**src/rtl/rcv_capture_module_pkg.sv**
```systemverilog
// Shared command encodings (also used by the transducer output block) and capture FSM states.
// Constants only: no latency, no flow control.
package rcv_capture_module_pkg;

    localparam logic [1:0] CMD_WAIT      = 2'b00;
    localparam logic [1:0] CMD_ARM       = 2'b01;
    localparam logic [1:0] CMD_RESET     = 2'b10;
    localparam logic [1:0] CMD_RESET_ALT = 2'b11;

    localparam logic [1:0] ST_IDLE    = 2'd0;
    localparam logic [1:0] ST_ARMED   = 2'd1;
    localparam logic [1:0] ST_CAPTURE = 2'd2;
    localparam logic [1:0] ST_DONE    = 2'd3;

    localparam int DECIM_W = 4;
    localparam int DELAY_W = 16;

endpackage

```
**src/rtl/rcv_decimator.sv**
```systemverilog
// Keep-one-in-(reload+1) counter: tick is high while the count is zero, so the next enabled sample is kept.
// Tick is combinational from the count register; no backpressure.
module rcv_decimator
    import rcv_capture_module_pkg::*;
(
    input  logic               clk,
    input  logic               rst_n,
    input  logic               load,
    input  logic               en,
    input  logic [DECIM_W-1:0] reload,
    output logic               tick
);

    logic [DECIM_W-1:0] cnt;

    always_ff @(posedge clk or negedge rst_n) begin
        if (!rst_n) begin
            cnt <= '0;
        end else if (load) begin
            cnt <= '0;
        end else if (en) begin
            cnt <= (cnt == '0) ? reload : cnt - DECIM_W'(1);
        end
    end

    assign tick = (cnt == '0);

endmodule

```
**src/rtl/rcv_capture_module.sv**
```systemverilog
// Receive capture: waits for cntr to reach the latched delay, then writes decimated ADC samples to an external buffer.
// Write strobe lags the accepted sample by one cycle; the ADC is never stalled and a dead ADC trips the watchdog.
module rcv_capture_module
    import rcv_capture_module_pkg::*;
#(
    parameter int ADC_W  = 12,
    parameter int ADDR_W = 14,
    parameter int WDOG_W = 10
) (
    input  logic               clk,
    input  logic               rst_n,
    input  logic [31:0]        cntr,
    input  logic [1:0]         cmd,
    input  logic [DELAY_W-1:0] recDelay,
    input  logic [ADDR_W-1:0]  recLength,
    input  logic [DECIM_W-1:0] decim,
    input  logic [ADC_W-1:0]   adcData,
    input  logic               adcValid,
    output logic               wrEn,
    output logic [ADDR_W-1:0]  wrAddr,
    output logic [ADC_W-1:0]   wrData,
    output logic               isActive,
    output logic               done,
    output logic               errorFlag
);

    localparam logic [WDOG_W-1:0] WDOG_LAST = {{(WDOG_W-1){1'b1}}, 1'b0};

    logic [1:0]         st;
    logic               cmdArmQ;
    logic [DELAY_W-1:0] delayQ;
    logic [ADDR_W-1:0]  lenQ;
    logic [DECIM_W-1:0] decimQ;
    logic [ADDR_W-1:0]  idx;
    logic [WDOG_W-1:0]  wdCnt;

    logic armCmd, clrCmd, armEdge, openNow, decEn, decTick, capture, wdTrip;

    always_comb begin
        armCmd = 1'b0;
        clrCmd = 1'b0;
        unique case (cmd)
            CMD_WAIT:                 ;
            CMD_ARM:                  armCmd = 1'b1;
            CMD_RESET, CMD_RESET_ALT: clrCmd = 1'b1;
            default:                  ;
        endcase
    end

    // Only a fresh 01 arms, so a held command cannot start a second capture.
    assign armEdge = armCmd && !cmdArmQ;
    assign openNow = (st == ST_ARMED) && (cntr >= {16'h0, delayQ});
    assign decEn   = (st == ST_CAPTURE) && armCmd && adcValid;
    assign capture = decEn && decTick && (idx != lenQ);
    assign wdTrip  = (st == ST_CAPTURE) && armCmd && !adcValid && (wdCnt == WDOG_LAST);

    rcv_decimator u_decim (
        .clk    (clk),
        .rst_n  (rst_n),
        .load   (openNow),
        .en     (decEn),
        .reload (decimQ),
        .tick   (decTick)
    );

    always_ff @(posedge clk or negedge rst_n) begin
        if (!rst_n) begin
            st        <= ST_IDLE;
            cmdArmQ   <= 1'b0;
            delayQ    <= '0;
            lenQ      <= '0;
            decimQ    <= '0;
            idx       <= '0;
            wdCnt     <= '0;
            wrEn      <= 1'b0;
            wrAddr    <= '0;
            wrData    <= '0;
            errorFlag <= 1'b0;
        end else begin
            cmdArmQ <= armCmd;
            wrEn    <= capture;
            if (capture) begin
                wrAddr <= idx;
                wrData <= adcData;
                idx    <= idx + ADDR_W'(1);
            end

            if ((st == ST_CAPTURE) && !adcValid) begin
                wdCnt <= wdCnt + WDOG_W'(1);
            end else begin
                wdCnt <= '0;
            end

            if (clrCmd) begin
                errorFlag <= 1'b0;
            end else if (wdTrip) begin
                errorFlag <= 1'b1;
            end

            unique case (st)
                ST_IDLE: begin
                    if (armEdge) begin
                        delayQ <= recDelay;
                        lenQ   <= recLength;
                        decimQ <= decim;
                        idx    <= '0;
                        st     <= (recLength == '0) ? ST_DONE : ST_ARMED;
                    end
                end
                ST_ARMED: begin
                    if (!armCmd) begin
                        st <= ST_IDLE;
                    end else if (openNow) begin
                        st <= ST_CAPTURE;
                    end
                end
                ST_CAPTURE: begin
                    // idx reaches lenQ on the edge that raises the last wrEn; DONE follows one cycle later.
                    if (!armCmd || wdTrip) begin
                        st <= ST_IDLE;
                    end else if (idx == lenQ) begin
                        st <= ST_DONE;
                    end
                end
                ST_DONE: begin
                    if (!armCmd) begin
                        st <= ST_IDLE;
                    end
                end
                default: st <= ST_IDLE;
            endcase
        end
    end

    assign isActive = (st == ST_ARMED) || (st == ST_CAPTURE);
    assign done     = (st == ST_DONE);

endmodule

```
**config.mk**
```make
export PLATFORM = sky130hd
export DESIGN_NAME = rcv_capture_module
export DESIGN_NICKNAME = d
export VERILOG_FILES = /design/src/rtl/rcv_capture_module_pkg.sv /design/src/rtl/rcv_decimator.sv /design/src/rtl/rcv_capture_module.sv
export SDC_FILE = /design/constraint.sdc
export NUM_CORES = 1
export LEC_CHECK = 0
export BUFFER_PORTS_ARGS = -buffer_cell sky130_fd_sc_hd__buf_2
export CAP_MARGIN = 10
export CORE_MARGIN = 3
export CORE_UTILIZATION = 30
export DETAILED_ROUTE_END_ITERATION = 8
export PLACE_DENSITY_LB_ADDON = 0.25
export SLEW_MARGIN = 20
export SYNTH_ARGS = -nofsm -noshare
export SYNTH_HDL_FRONTEND = slang
export SYNTH_SLANG_ARGS = --single-unit
export TNS_END_PERCENT = 100
```
**constraint.sdc**
```tcl
create_clock -name clk -period 6.1 [get_ports clk]
set_input_delay 0.915 -clock clk [delete_from_list [all_inputs] [get_ports clk]]
set_output_delay 0.915 -clock clk [all_outputs]
set_load 0.02 [all_outputs]
```
# Word-level counts from Yosys, hierarchy flattened
# Cells that the tools add are included.
[totals]
regBits = 93
wordCells = 70
out_inout_bits = 30
[classes]
n_eq_ne = 13
add_sub_neg = 3
mux = 19
reduce_logical = 22
n_lt_le_gt_ge = 1
[op_table]
columns = ["cell", "count"]
rows = [
  ["2-to-1 mux 14 bit", 3],
  ["greater-or-equal comparator 32 x 16 -> 1 bit", 1],
  ["adder 14 x 1 -> 14 bit (second input constant)", 1],
  ["== test 14 bit", 1],
  ["zero test 14 bit", 1],
  ["2-to-1 mux 2 bit", 7],
  ["!= test 14 bit", 1],
  ["2-to-1 mux 4 bit", 3],
  ["adder 10 x 1 -> 10 bit (second input constant)", 1],
  ["== test 10 bit (second input constant)", 1],
  ["2-to-1 mux 10 bit", 1],
  ["logical AND 1 bit", 9],
  ["== test 2 bit (second input constant)", 4],
  ["case mux 2 bit (4 select lines)", 1],
  ["== test 2 x 1 -> 1 bit (second input constant)", 2],
  ["zero test 4 bit", 1],
  ["2-to-1 mux 1 bit", 4],
  ["!= test 2 bit (second input constant)", 2],
  ["AND reduction 4 bit", 1],
  ["nonzero test 2 bit", 2],
  ["subtractor 4 x 1 -> 4 bit (second input constant)", 1],
  ["zero test 1 bit", 3],
  ["!= test 3 x 1 -> 1 bit (second input constant)", 1],
  ["!= test 3 bit (second input constant)", 1],
  ["other kinds (4)", 5],
]

# Depth between registers and ports, before layout
# Gate-level depths: netlist of run 1.
[logic_depth]
word_depth = 9
ltp_mapped = 10
mapped_depth_nobuf = 8

# Hierarchy
# A second synthesis of run 1 with hierarchy kept.
[hier_totals]
hier_cells = 460
hier_area_um2 = 4670.7
[by_module_without_submodules]
columns = ["module", "n_inst", "seq_area_each_um2", "area_each_um2", "cells_each"]
rows = [
  ["rcv_capture_module", 1, 2227.1, 4404.2, 432],
  ["rcv_decimator", 1, 100.1, 266.5, 28],
]

# Least setup slack after synthesis of run 1
# No wires, ideal clock.
[synth_timing]
kind = "input port to flip-flop"
start = "input port cntr[13]"
end = "register st[0]"
t_required_ps = 5972
cell_stages = 7
path_slack_ps = 3407
arrival_time_ps = 2565
setup_ps = 128
path_cell_list = "ha_1 a21o_1 a21o_1 a211o_1 a211oi_1 a31oi_2 mux2_1"
[synth_via]
elab_chain_len = 4
[synth_rtl]
columns = ["item", "line_no", "source"]
rows = [
  ["start, declared", "rcv_capture_module.sv:12", "input logic [31:0] cntr,"],
  ["greater-or-equal comparator 32 x 16 -> 1 bit", "rcv_capture_module.sv:52", "assign openNow = (st == ST_ARMED) && (cntr >= {16'h0, delayQ});"],
  ["logical AND 1 bit", "rcv_capture_module.sv:52", ""],
  ["!= test 3 bit (no line)", "-", ""],
  ["AND reduction 4 bit (no line)", "-", ""],
  ["end signal, assigned", "rcv_capture_module.sv:107", "st <= (recLength == '0) ? ST_DONE : ST_ARMED;"],
  ["end, declared", "rcv_capture_module.sv:29", "logic [1:0] st;"],
]
# Every way passes these cells.
# A chain may end at the register's enable or synchronous reset.

# Worst setup path after layout of run 1
[layout_timing]
start = "input port cmd[0]"
end = "register wrData[2]"
[layout_via]
elab_chain_len = 6
[layout_rtl]
columns = ["item", "line_no", "source"]
rows = [
  ["start, declared", "rcv_capture_module.sv:13", "input logic [1:0] cmd,"],
  ["== test 2 x 1 -> 1 bit", "rcv_capture_module.sv:42", "unique case (cmd)"],
  ["2-to-1 mux 1 bit", "rcv_capture_module.sv:42", ""],
  ["logical AND 1 bit (2 in series)", "rcv_capture_module.sv:53", "assign decEn = (st == ST_CAPTURE) && armCmd && adcValid;"],
  ["logical AND 1 bit (2 in series)", "rcv_capture_module.sv:54", "assign capture = decEn && decTick && (idx != lenQ);"],
  ["end signal, assigned", "rcv_capture_module.sv:84", "wrData <= adcData;"],
  ["end, declared", "rcv_capture_module.sv:21", "output logic [ADC_W-1:0] wrData,"],
]
# Every way passes these cells.

==> results of run 1 <==
-- worst max path at each step --
stage	start	slack, ns	end
2_1_floorplan	cntr[13]	3.41	st[0]$_DFFE_PN0P_
3_3_place_gp	cntr[13]	3.05	st[0]$_DFFE_PN0P_
3_5_place_dp	cmd[0]	3.01	wrData[10]$_DFFE_PN0P_
4_1_cts	cmd[0]	3.35	wrData[10]$_DFFE_PN0P_
5_1_grt	cmd[0]	3.11	wrData[10]$_DFFE_PN0P_
6_report	cmd[0]	3.32	wrData[2]$_DFFE_PN0P_
-- sequential cells by signal, summed over array words and instances, names as in the netlist, 2 cells and up --
name         flops
st               2
delayQ          16
wrData          12
lenQ            14
u_decim.cnt      4
wdCnt           10
idx             14
wrAddr          14
decimQ           4
-- critical path: stages --
cell	delay, ns
buf_2	0.09
nor2b_1	0.54
and3_1	0.27
and2_1	0.27
and2_1	0.17
buf_4	0.37
mux2_1	0.37
-- metal layers --
layer	wire (um)	share of wire [%]	global-route usage, %	vias up
li1	-	-	-	1767
met1	4560	44	16.0	1688
met2	5070	49	22.0	72
met3	485	4.7	3.26	16
met4	182	1.8	5.31	4
met5	21	0.20	0	-
-- final cells by class --
| class | count | area, sq um |
|---|---|---|
| clock buffer | 13 | 260 |
| inverter | 28 | 105 |
| fill | 1483 | 9110 |
| sequential | 93 | 2330 |
| tap | 184 | 230 |
| clock inverter | 3 | 18.8 |
| multi-input combinational | 317 | 2070 |
| timing repair buffer | 114 | 578 |
-- power by group through the flow --
stage	sequential, mW	combinational [mW]	clock (mW)
after CTS	0.896	0.662	0.548
after global placement	0.900	0.636	0
after global routing	0.920	0.739	0.578
after floorplan	0.950	0.395	0
final	0.893	0.645	0.532
after detailed placement	0.907	0.659	0
-- stage by stage --
step           instance area (sq um)  power, mW  cells  worst slack (ns)  hold slack, ns
2_1_floorplan                   4550       1.34    452              3.41           0.442
3_3_place_gp                    5300       1.54    736              3.05           0.462
3_5_place_dp                    5300       1.57    736              3.01           0.469
4_1_cts                         5580       2.11    752              3.35           0.463
5_1_grt                         5590       2.24    752              3.11           0.475
6_report                        5590       2.07    752              3.32           0.461
-- cells in the mapped netlist, drive strengths merged (2+ instances only) --
cell type   n  share of area, %
a211oi      5              0.82
clkbuf      9              0.74
or2         2              0.27
inv        28               2.3
xor2       22               4.2
dfrtp      93                51
nand2b      3              0.41
o21bai      2              0.33
nor2       27               2.2
o21ai      21               2.3
nor4       11               1.8
nand3      17               1.9
nand4       9               1.4
and3        3              0.41
nand2      89               7.3
nor3        7              0.77
buf         5              0.55
mux2       27               6.7
ha         25               6.9
or3         4              0.55
a21o        4              0.66
a21oi      13               1.4
xnor2       5              0.96
and2        3              0.41
mux2i       5               1.1
nor2b       2              0.27
-- logic make-up (layout without fill, tap and decap cells) --
kind of cell | count (synthesis) | count (layout)
flops | 93 | 93
buf+inv | 42 | 158
xor+xnor | 27 | 27
simple gates | 179 | 179
mux | 32 | 32
compound gates | 54 | 54
fa+ha+maj | 25 | 25
==> results by stage, run 1 <==
Worst setup path:
- In this run the critical register-to-register path is captured at wrData[2]$_DFFE_PN0P_.
- The kind of end point of the critical path is a register.
- Counting cells, the worst reg-to-reg path comes to 8.
- In this run the critical register-to-register path is launched from u_decim.cnt[0]$_DFFE_PN0P_.
- The worst setup path is launched from an input port.
- For the worst setup path, the data required time is ~6.3 ns.
- Along the worst path, the maximum fanout reaches 30.
- The slack of the worst reg-to-reg path is between 3 and 4 ns.
- The type of the worst setup path is input port to register.
- The critical path data arrival time is approximately 3 ns.

Floorplan:
- The vertical extent of the die is 129 um.
- The number of I/O pins is between 100 and 150.
- The core footprint is between 10,000 and 15,000 sq um.
- The die is 129 um wide.
- The starting utilization of the core area is 31.0%.
- The number of rows created at floorplan is 44.
- The die outline area is 16,700 sq um.

Global route:
- The wire length of the first global-routing pass is between 15 and 20 mm.
- Global routing used between 10% and 20% of the available tracks.
- For this run the aggregate overflow at the end of global routing stands at 0.
- The number of global-route vias before repair is about 3,600.
- Entering global routing, the biggest net connects 71 pins.
- The number of antenna violations at the first check in global routing is 2.

Power and ir drop:
- The analysis attributes to cell leakage a power of about 2.9 nW.
- IR analysis of the VDD net gives a maximum drop of between 0.0001 and 0.00015 V.
- Dividing total power by cell area gives a power density of around 370 nW/um^2.
- The internal power is roughly 1.4 mW.
- Of the total power, the share spent switching nets is 34.1%.
- The clock group share of total power is about a quarter.
- The combinational share of power is 31.2%.
- The switching component of the power is about 700 uW.
- The part of the total power dissipated in sequential elements is 43.1%.

Clocking:
- The root buffer cell chosen for the clock tree is clkbuf_16.
- The clock passes through at most 2 buffers.
- Hold repair after CTS inserted 0 buffers.
- Once the clock tree was built, the resizer swapped 0 gates to a different size.
- The number of sinks driven by the clock tree is 93.
- The buffers inserted during post-CTS setup optimization is 0.
- In this run the number of H-tree levels came out at 3.
- The CTS tree is done.
- Clock-pin slew was measured on the worst setup and hold paths at approximately 0.060 ns.
- Buffers inserted during clock tree synthesis total 9.
- The clock reaches the later pin of the worst-skew pair after 0.35 ns.

Synthesis:
- For this run, asynchronously set or reset flops after synthesis account for 100%.
- After synthesis, the largest family of logic cells by area is simple AND/OR/NAND/NOR gates.
- In the synthesized netlist the dominant register cell turns out to be dfrtp_1.
- Summing the areas of all compound-gate instances in the mapped netlist gives 7.31% of the synthesized area.
- The distinct cell type count after synthesis is 40.
- The sequential element share of the synthesized area is between 50% and 60%.
- After Yosys synthesis, full adders, half adders and majority gates account for around 7% of the synthesized area.
- The count of yosys warnings during synthesis is 0.
- The count of flip-flops with a built-in enable after synthesis is 0.
- Synthesis handed over a netlist of between 400 and 500 instances.
- The cell area after synthesis is roughly 4600 sq um.
- The post-synthesis simple-gate area fraction is ~18%.
- The fraction of synthesized cell area in xor and xnor cells is approximately 5.2%.
- The multiplexer area fraction after synthesis is around 7.8%.
- Dividing the synthesized area by the synthesized cell count gives between 10 and 15 sq um.
- The number of storage elements in the synthesis netlist is 93.
- Counting every net in the synthesized netlist gives 560.

STA:
- Setup repair after global routing left no endpoint under its margin.
- Setup total negative slack on the finished layout was measured at 0 ns.
- In the finished design, the share of the clock period the worst path needs comes to around 46%.
- The count of endpoints failing setup in the final report is 0.
- Headroom to the max-slew limit came out at approximately a third.
- For the pin with the worst max-slew slack, the measured transition is around 1.0 ns.
- The worst setup skew after layout is 0.00752 ns.
- After layout, the minimum clock period comes to between 2 and 3 ns.
- The number of max-slew violations in the final report is 0.
- For this run, the top clock speed supported by timing is roughly 360 MHz.
- The final hold violation count is 0.

Layout:
- 0 antenna diodes ended up in the layout.
- The commonest non-fill, non-tap cell in the layout is buf_2.
- The area overhead of the layout relative to synthesis is 22.7%.
- The net total in the final layout is between 600 and 700.
- In the layout the commonest cells are buf_2, dfrtp_1, nand2_1.
- The layout cell share with drive strength beyond 1 is between 20% and 30%.
- The final core utilization is between 30 and 40%.

Run:
- The max-cap check violation count is 0.

Placement:
- The count of buffers added on input and output ports is between 100 and 150.
- The detailed placer's ending HPWL is between 7 and 8 mm.
- The congestion estimate from routability-driven global placement came to 0.761.

Drt:
- The aggregate routed wire length is slightly above 10 mm.
- The routed via count divided by cell count is around 4.7.
- For this block, the via count after detailed routing is around 3,500.
- The DRC marker count from the first detailed-route iteration is 224.
- In the routed design, unresolved DRC markers number 0.
- The detail route stage leaves a number of antenna-violating nets equal to 0.
- Dividing the detail-routed wire length by the instance count gives approximately 14 um.
- The iteration count of the initial detailed-routing pass is 4.

Worst hold path:
- The kind of path behind the tightest hold check is input port to asynchronous set/reset pin.

Outcome:
- The run finished with clean final reports.
(Power assumes the default switching activity.)
==> inputs of run 2 (changes only) <==
- clock period: 6.1 -> 2.4 ns (I/O delays scaled with it)
==> results by stage, run 2 (synthesis gave the netlist of run 1 again) <==
Outcome:
- The run finished with clean final reports.

Clocking:
- The H-tree level count is 3 (unchanged).
- The register clock-pin slew on the reported worst setup and hold paths is 0.06 ns (about the same).
- The buffers inserted during post-CTS setup optimization came to 0 (unchanged).
- The number of buffers inserted during clock tree synthesis is 9 (unchanged).
- The number of hold-repair buffers added at the cts stage is 0 (unchanged).
- The number of gates given a new drive strength after cts came to 0 (unchanged).
- The number of sinks driven by the clock tree was 93 (unchanged).
- The clock insertion delay at the later pin of the skew report is 0.35 ns (about the same).
- TritonCTS built the clock tree.
- The maximum count of clock buffers along a single path is 2 (unchanged).
- Clock tree synthesis selected as its root buffer the cell clkbuf_16.

Worst setup path:
- The critical path buffer and inverter count came to 2 (unchanged).
- The slack of the worst reg-to-reg path is 0.13 ns (-3.46 ns).
- The worst setup path is launched from a register.
- In this run the critical register-to-register path is captured at st[0]$_DFFE_PN0P_.
- The worst setup path is captured at a register.
- The type of the worst setup path is register to register.
- The startpoint of the worst register-to-register path is delayQ[13]$_DFFE_PN0P_.
- The worst-path maximum fanout is 2 (-93%).
- On the critical path, the stage with the largest delay is an instance of dfrtp_1.
- The cell depth of the worst flop-to-flop path came to 9 (+1).
- Counting stages on the worst path, the most repeated cell is a21o_1.
- The delay of the slowest cell on the worst path is 0.36 ns (-0.18 ns).
- The critical path data arrival time was 2.49 ns (-0.51 ns).
- Walking the worst path, the cells encountered are inv_1 > ha_1 > a21o_1 > a21o_1 > a211o_1 > a211oi_2 > buf_4 > a31oi_2 > mux2_1.
- Tracing the worst setup path back leads to its startpoint at delayQ[13]$_DFFE_PN0P_.
- The critical path data required time was 2.62 ns (-3.70 ns).
- Grouping stages by cell kind, the critical path spends the most delay in compound AO/OA/AOI/OAI gates.

STA:
- The number of max-slew violations in the final report is 0 (unchanged).
- The smallest clock period supported by the final layout is computed as around 2.3 ns.
- Setup repair after global routing left no endpoint under its margin.
- The transition time of the tightest slew-check pin came to 0.614 ns (-0.409 ns).
- The final hold violation count was 0 (unchanged).
- The relative slew slack came to 59.0% (+27 points).
- Dividing the final minimum period by the clock period gives 94.5%.
- The final worst slack came to 0.131 ns (-3.19 ns).
- The worst setup skew after layout was 0.00900 ns (+0.00148 ns).
- The top achievable clock speed is about 440 MHz.
- The count of endpoints failing setup in the final report is 0 (unchanged).
- The worst hold-check slack is 0.0200 ns (-0.441 ns).

Floorplan:
- The starting utilization of the core area is 31.0% (unchanged).
- The die outline area is 16,700 sq um (unchanged).
- The vertical extent of the die is 129 um (unchanged).
- The die span in x is 129 um (unchanged).
- The number of I/O pins is 113 (unchanged).
- The core footprint is 14,700 sq um (unchanged).
- The number of rows created at floorplan was 44 (unchanged).

Drt:
- The via count is 3,559 (+0.34%).
- The aggregate routed wire length is 10.6 mm (+2.9%).
- The DRC marker count from the first detailed-route iteration came to 171 (-24%).
- The iteration count of the initial detailed-routing pass is 4 (unchanged).
- The detailed-route DRC error count is 0 (unchanged).
- The routed via count divided by cell count is 4.65 (-1.4%).
- The remaining number of nets flagged by the antenna check after routing came to 0 (unchanged).
- The average routed wire per standard cell is 13.9 um (+1.2%).

Worst hold path:
- The worst hold path belongs to the class input port to asynchronous set/reset pin.

Global route:
- The wire length of the first global-routing pass is 17.5 mm (+1.7%).
- The total global routing overflow is 0 (unchanged).
- The maximum number of pins on one net before global-route repair is 46 (-35%).
- The overall routing resource usage is 13.3% (+0.28 points).
- The number of global-route vias before repair is 3,706 (+1.6%).
- The number of antenna violations at the first check in global routing is 1 (-1).

Power and ir drop:
- The maximum vdd drop is 0.000401 V (+170%).
- The static leakage was 2.94 nW (+2.3%).
- The cell area power density came to 924 nW/um^2 (+150%).
- The total chip power is 5.28 mW (+160%).

Placement:
- The post-place setup slack is -0.0616 ns (-3.07 ns).
- The detailed placer's ending HPWL was 8.14 mm (+4.3%).
- The placed cell area is 5440 sq um (+2.5%).
- The final estimated routing congestion in global placement came to 0.753 (-1.1%).
- The count of buffers from port buffering was 112 (unchanged).

Layout:
- The final core utilization is 38.9% (+0.87 points).
- Leaving out fill and tap cells, the most frequent cells in the layout are buf_2, dfrtp_1, nand2_1.
- The count of inserted antenna diode cells was 0 (unchanged).
- The layout cell share with drive strength beyond 1 is 25.6% (+1.5 points).
- The final instance area is 5710 sq um (+2.3%).
- The flip-flop count of the largest register, all copies and words added is 16 (unchanged).
- The area overhead of the layout relative to synthesis is 25.5%.
- The net total in the final layout was 684 (+1.9%).
- The largest register by flop count is delayQ.
- The commonest non-fill, non-tap cell in the layout is buf_2.

Run:
- The max-cap check violation count is 0 (unchanged).
==> run 2: metal layers <==
metal  vias to the layer above  global-route usage (%)  part of all wire [%]
met4                         2                    4.01                   1.3
met5                         -                       0                  0.10
met1                      1686                    16.3                    44
li1                       1788                       -                     -
met3                         9                    3.75                   4.1
met2                        74                    22.9                    50
==> run 2: area by class of cell <==
cell class | instances | area, sq um
tap | 184 | 230
clock buffer | 13 | 250
clock inverter | 3 | 21.3
fill | 1496 | 8990
inverter | 28 | 105
sequential | 93 | 2330
multi-input combinational | 317 | 2070
timing repair buffer | 127 | 713
==> run 2: metrics by stage <==
step                setup TNS (ns)  std cells
finish                           0        765
floorplan                        0        452
global placement           -0.0150        749
CTS                              0        765
detailed placement         -0.0616        749
global route                     0        765
==> run 2: worst max-delay path by stage <==
stage                        endpoint  slack, ns  depth (start not counted)
floorplan           st[0]$_DFFE_PN0P_       0.26                          7
global placement    st[0]$_DFFE_PN0P_      -0.01                          9
detailed placement  st[0]$_DFFE_PN0P_      -0.06                          9
CTS                 st[0]$_DFFE_PN0P_       0.02                          9
global route        st[0]$_DFFE_PN0P_      0.009                          9
finish              st[0]$_DFFE_PN0P_       0.13                          9
==> run 2: report_power, final <==
part	leakage [nW]	total, mW	switching [mW]	internal [mW]
Combinational	1.59	1.70	0.983	0.720
Sequential	1.22	2.26	0.239	2.03
Clock	0.130	1.31	0.581	0.731
Total	2.94	5.28	1.80	3.48
==> inputs of run 3 (changes only) <==
- BUFFER_PORTS_ARGS: -buffer_cell sky130_fd_sc_hd__buf_2 -> not set
- DONT_BUFFER_PORTS: not set -> 1
==> results by stage, run 3 (synthesis gave the netlist of run 1 again) <==
Outcome:
- The run finished, with violations left.
- The checks that failed: hold timing.

Power and ir drop:
- The cell area power density was 1000 nW/um^2 (+8.7%).
- The maximum vdd drop is 0.000482 V (+20%).
- The static leakage is 2.44 nW (-17%).
- The total chip power is 5.14 mW (-2.6%).

Floorplan:
- The die outline area is 16,700 sq um (unchanged).
- The number of I/O pins was 113 (unchanged).
- The number of rows created at floorplan was 44 (unchanged).
- The die span in x came to 129 um (unchanged).
- The core footprint is 14,700 sq um (unchanged).
- The vertical extent of the die is 129 um (unchanged).
- The starting utilization of the core area was 31.0% (unchanged).

Layout:
- The flip-flop count of the largest register, all copies and words added was 16 (unchanged).
- The count of inserted antenna diode cells came to 0 (unchanged).
- The total of fill cells in the finished design is 1,497 (+0.067%).
- The top cell types in the final layout, fill and taps aside, are dfrtp_1, nand2_1, inv_1.
- The largest register by flop count is delayQ.
- The final instance area is 5120 sq um (-10%).
- The final core utilization was 34.8% (-4.0 points).
- The commonest non-fill, non-tap cell in the layout is dfrtp_1.
- The net total in the final layout is 568 (-17%).
- The non-filler instance count after layout is 647 (-15%).
- The area growth from synthesis to layout is 12.5%.
- The layout cell share with drive strength beyond 1 was 6.91% (-19 points).

Clocking:
- The H-tree level count is 3 (unchanged).
- The buffers inserted during post-CTS setup optimization is 0 (unchanged).
- The CTS tree is done.
- The clock root buffer master is clkbuf_16.
- The number of buffers inserted during clock tree synthesis was 9 (unchanged).
- The maximum count of clock buffers along a single path came to 2 (unchanged).
- The clock insertion delay at the later pin of the skew report is 0.34 ns (about the same).
- The register clock-pin slew on the reported worst setup and hold paths is 0.06 ns (about the same).
- The number of sinks driven by the clock tree is 93 (unchanged).

Worst setup path:
- The critical path is of the register to register type.
- In this run the worst setup path begins at delayQ[15]$_DFFE_PN0P_.
- The worst-path maximum fanout came to 3 (+1).
- The worst register-to-register path begins at delayQ[15]$_DFFE_PN0P_.
- The most critical setup path has its endpoint at st[0]$_DFFE_PN0P_.
- The critical path data required time is 2.62 ns (about the same).
- The cell depth of the worst flop-to-flop path was 9 (unchanged).
- The critical path data arrival time is 2.43 ns (-0.06 ns).
- The worst setup path is captured at a register.
- The kind of start point of the critical path is a register.
- The capture instance of the worst register-to-register path is st[0]$_DFFE_PN0P_.
- The slack of the worst reg-to-reg path is 0.19 ns (+0.06 ns).

Worst hold path:
- The path class of the tightest hold or removal check is input port to asynchronous set/reset pin.

STA:
- The transition time of the tightest slew-check pin is 0.472 ns (-0.142 ns).
- The final clock period utilization by the worst path is 92.0% (-2.6 points).
- The count of endpoints failing setup in the final report is 0 (unchanged).
- The setup TNS is 0 ns (unchanged).
- The top achievable clock speed is 453 MHz (+2.8%).
- The number of max-slew violations in the final report is 0 (unchanged).
- Setup repair after global routing left no endpoint under its margin.
- The worst hold-check slack is -0.290 ns (-0.310 ns).
- The final hold violation count is 93 (+93).
- The worst setup skew after layout is 0.00922 ns (+0.000215 ns).
- The final period demand of the worst path is 2.21 ns (-0.0619 ns).
- The relative slew slack came to 68.2% (+9.2 points).

Placement:
- The final estimated routing congestion in global placement came to 0.755 (+0.16%).
- The count of buffers from port buffering is 0 (-100%).
- The detailed placer's ending HPWL is 7.72 mm (-5.2%).
- The number of placed instances with taps included is 633 (-15%).
- The placed cell area is 4830 sq um (-11%).

Drt:
- The remaining number of nets flagged by the antenna check after routing is 0 (unchanged).
- The iteration count of the initial detailed-routing pass is 4 (unchanged).
- The via count is 3,152 (-11%).
- The routed via count divided by cell count is 4.87 (+4.7%).
- The aggregate routed wire length is 10.3 mm (-3.4%).
- The average routed wire per standard cell was 15.9 um (+14%).
- The detailed-route DRC error count is 0 (unchanged).
- The DRC marker count from the first detailed-route iteration is 122 (-29%).

Global route:
- The wire length of the first global-routing pass came to 16.3 mm (-6.8%).
- The total global routing overflow is 0 (unchanged).
- The overall routing resource usage is 12.7% (-0.57 points).
- The maximum number of pins on one net before global-route repair is 94 (+100%).
- The number of antenna violations at the first check in global routing was 0 (-1).
- The number of global-route vias before repair is 3,225 (-13%).

Run:
- The max-cap check violation count came to 0 (unchanged).
## run 3: changes by cell type in the layout (fill, tap and decap cells not counted), sizes merged
| cell | change |
|---|---|
| clkinv | -2 |
| bufinv | +1 |
| clkbuf | -2 |
| buf | -116 |
| inv | +1 |
## run 3: per-stage QoR
step	hold WS (ns)	setup slack (ns)
finish	-0.290	0.193
global route	-0.320	0.00601
CTS	-0.313	0.117
detailed placement	0.0665	0.140
global placement	0.0665	0.159
floorplan	0.0644	0.262
## run 3: where the power goes
group          leakage, nW  switching [mW]  internal [mW]  total [mW]
Sequential            1.22           0.440           2.03        2.47
Combinational         1.08           0.702          0.567        1.27
Clock                0.138           0.582          0.828        1.41
Total                 2.44            1.72           3.42        5.14
## run 3: worst min path at each step
stage	slack [ns]	startpoint	endpoint	cells after the start
global placement	0.07	rst_n	wrEn$_DFF_PN0_	0
CTS	-0.31	rst_n	delayQ[15]$_DFFE_PN0P_	0
finish	-0.29	rst_n	wrEn$_DFF_PN0_	0
global route	-0.32	rst_n	wrAddr[1]$_DFFE_PN0P_	0
floorplan	0.06	rst_n	cmdArmQ$_DFF_PN0_	0
detailed placement	0.07	rst_n	wrEn$_DFF_PN0_	0
## run 3: what timing repair did
item | in CTS | in global routing
gates resized for setup | 0 | 1
endpoints found under the setup margin | 0 | 1
hold endpoints to repair | 93 | 93
## run 3: layer usage
metal  GRT usage (%)  wire (um)  vias to the layer above
li1                -          -                     1549
met1            14.6       4260                     1516
met2            22.0       5220                       79
met3            5.36        661                        8
met4            3.34        117                        0
met5               0          0                        -
## run 3: area by class of cell
| type | count | area, sq um | area share, % |
|---|---|---|---|
| clock buffers | 11 | 243 | 4.74 |
| multi-input cells | 317 | 2060 | 40.2 |
| repair buffers | 11 | 108 | 2.10 |
| inverters | 28 | 105 | 2.05 |
| well taps | 184 | 230 | 4.50 |
| clock inverters | 3 | 46.3 | 0.904 |
| flip-flops and latches | 93 | 2330 | 45.5 |
## run 3: critical path, stage by stage, from the launching register on
cell and delay, ns:
dfrtp_1 0.32, inv_1 0.07, ha_1 0.34, nand4_1 0.18, a211oi_1 0.26, o2bb2ai_1 0.15, a211oi_1 0.06, buf_4 0.15
a31oi_2 0.22, mux2_1 0.33
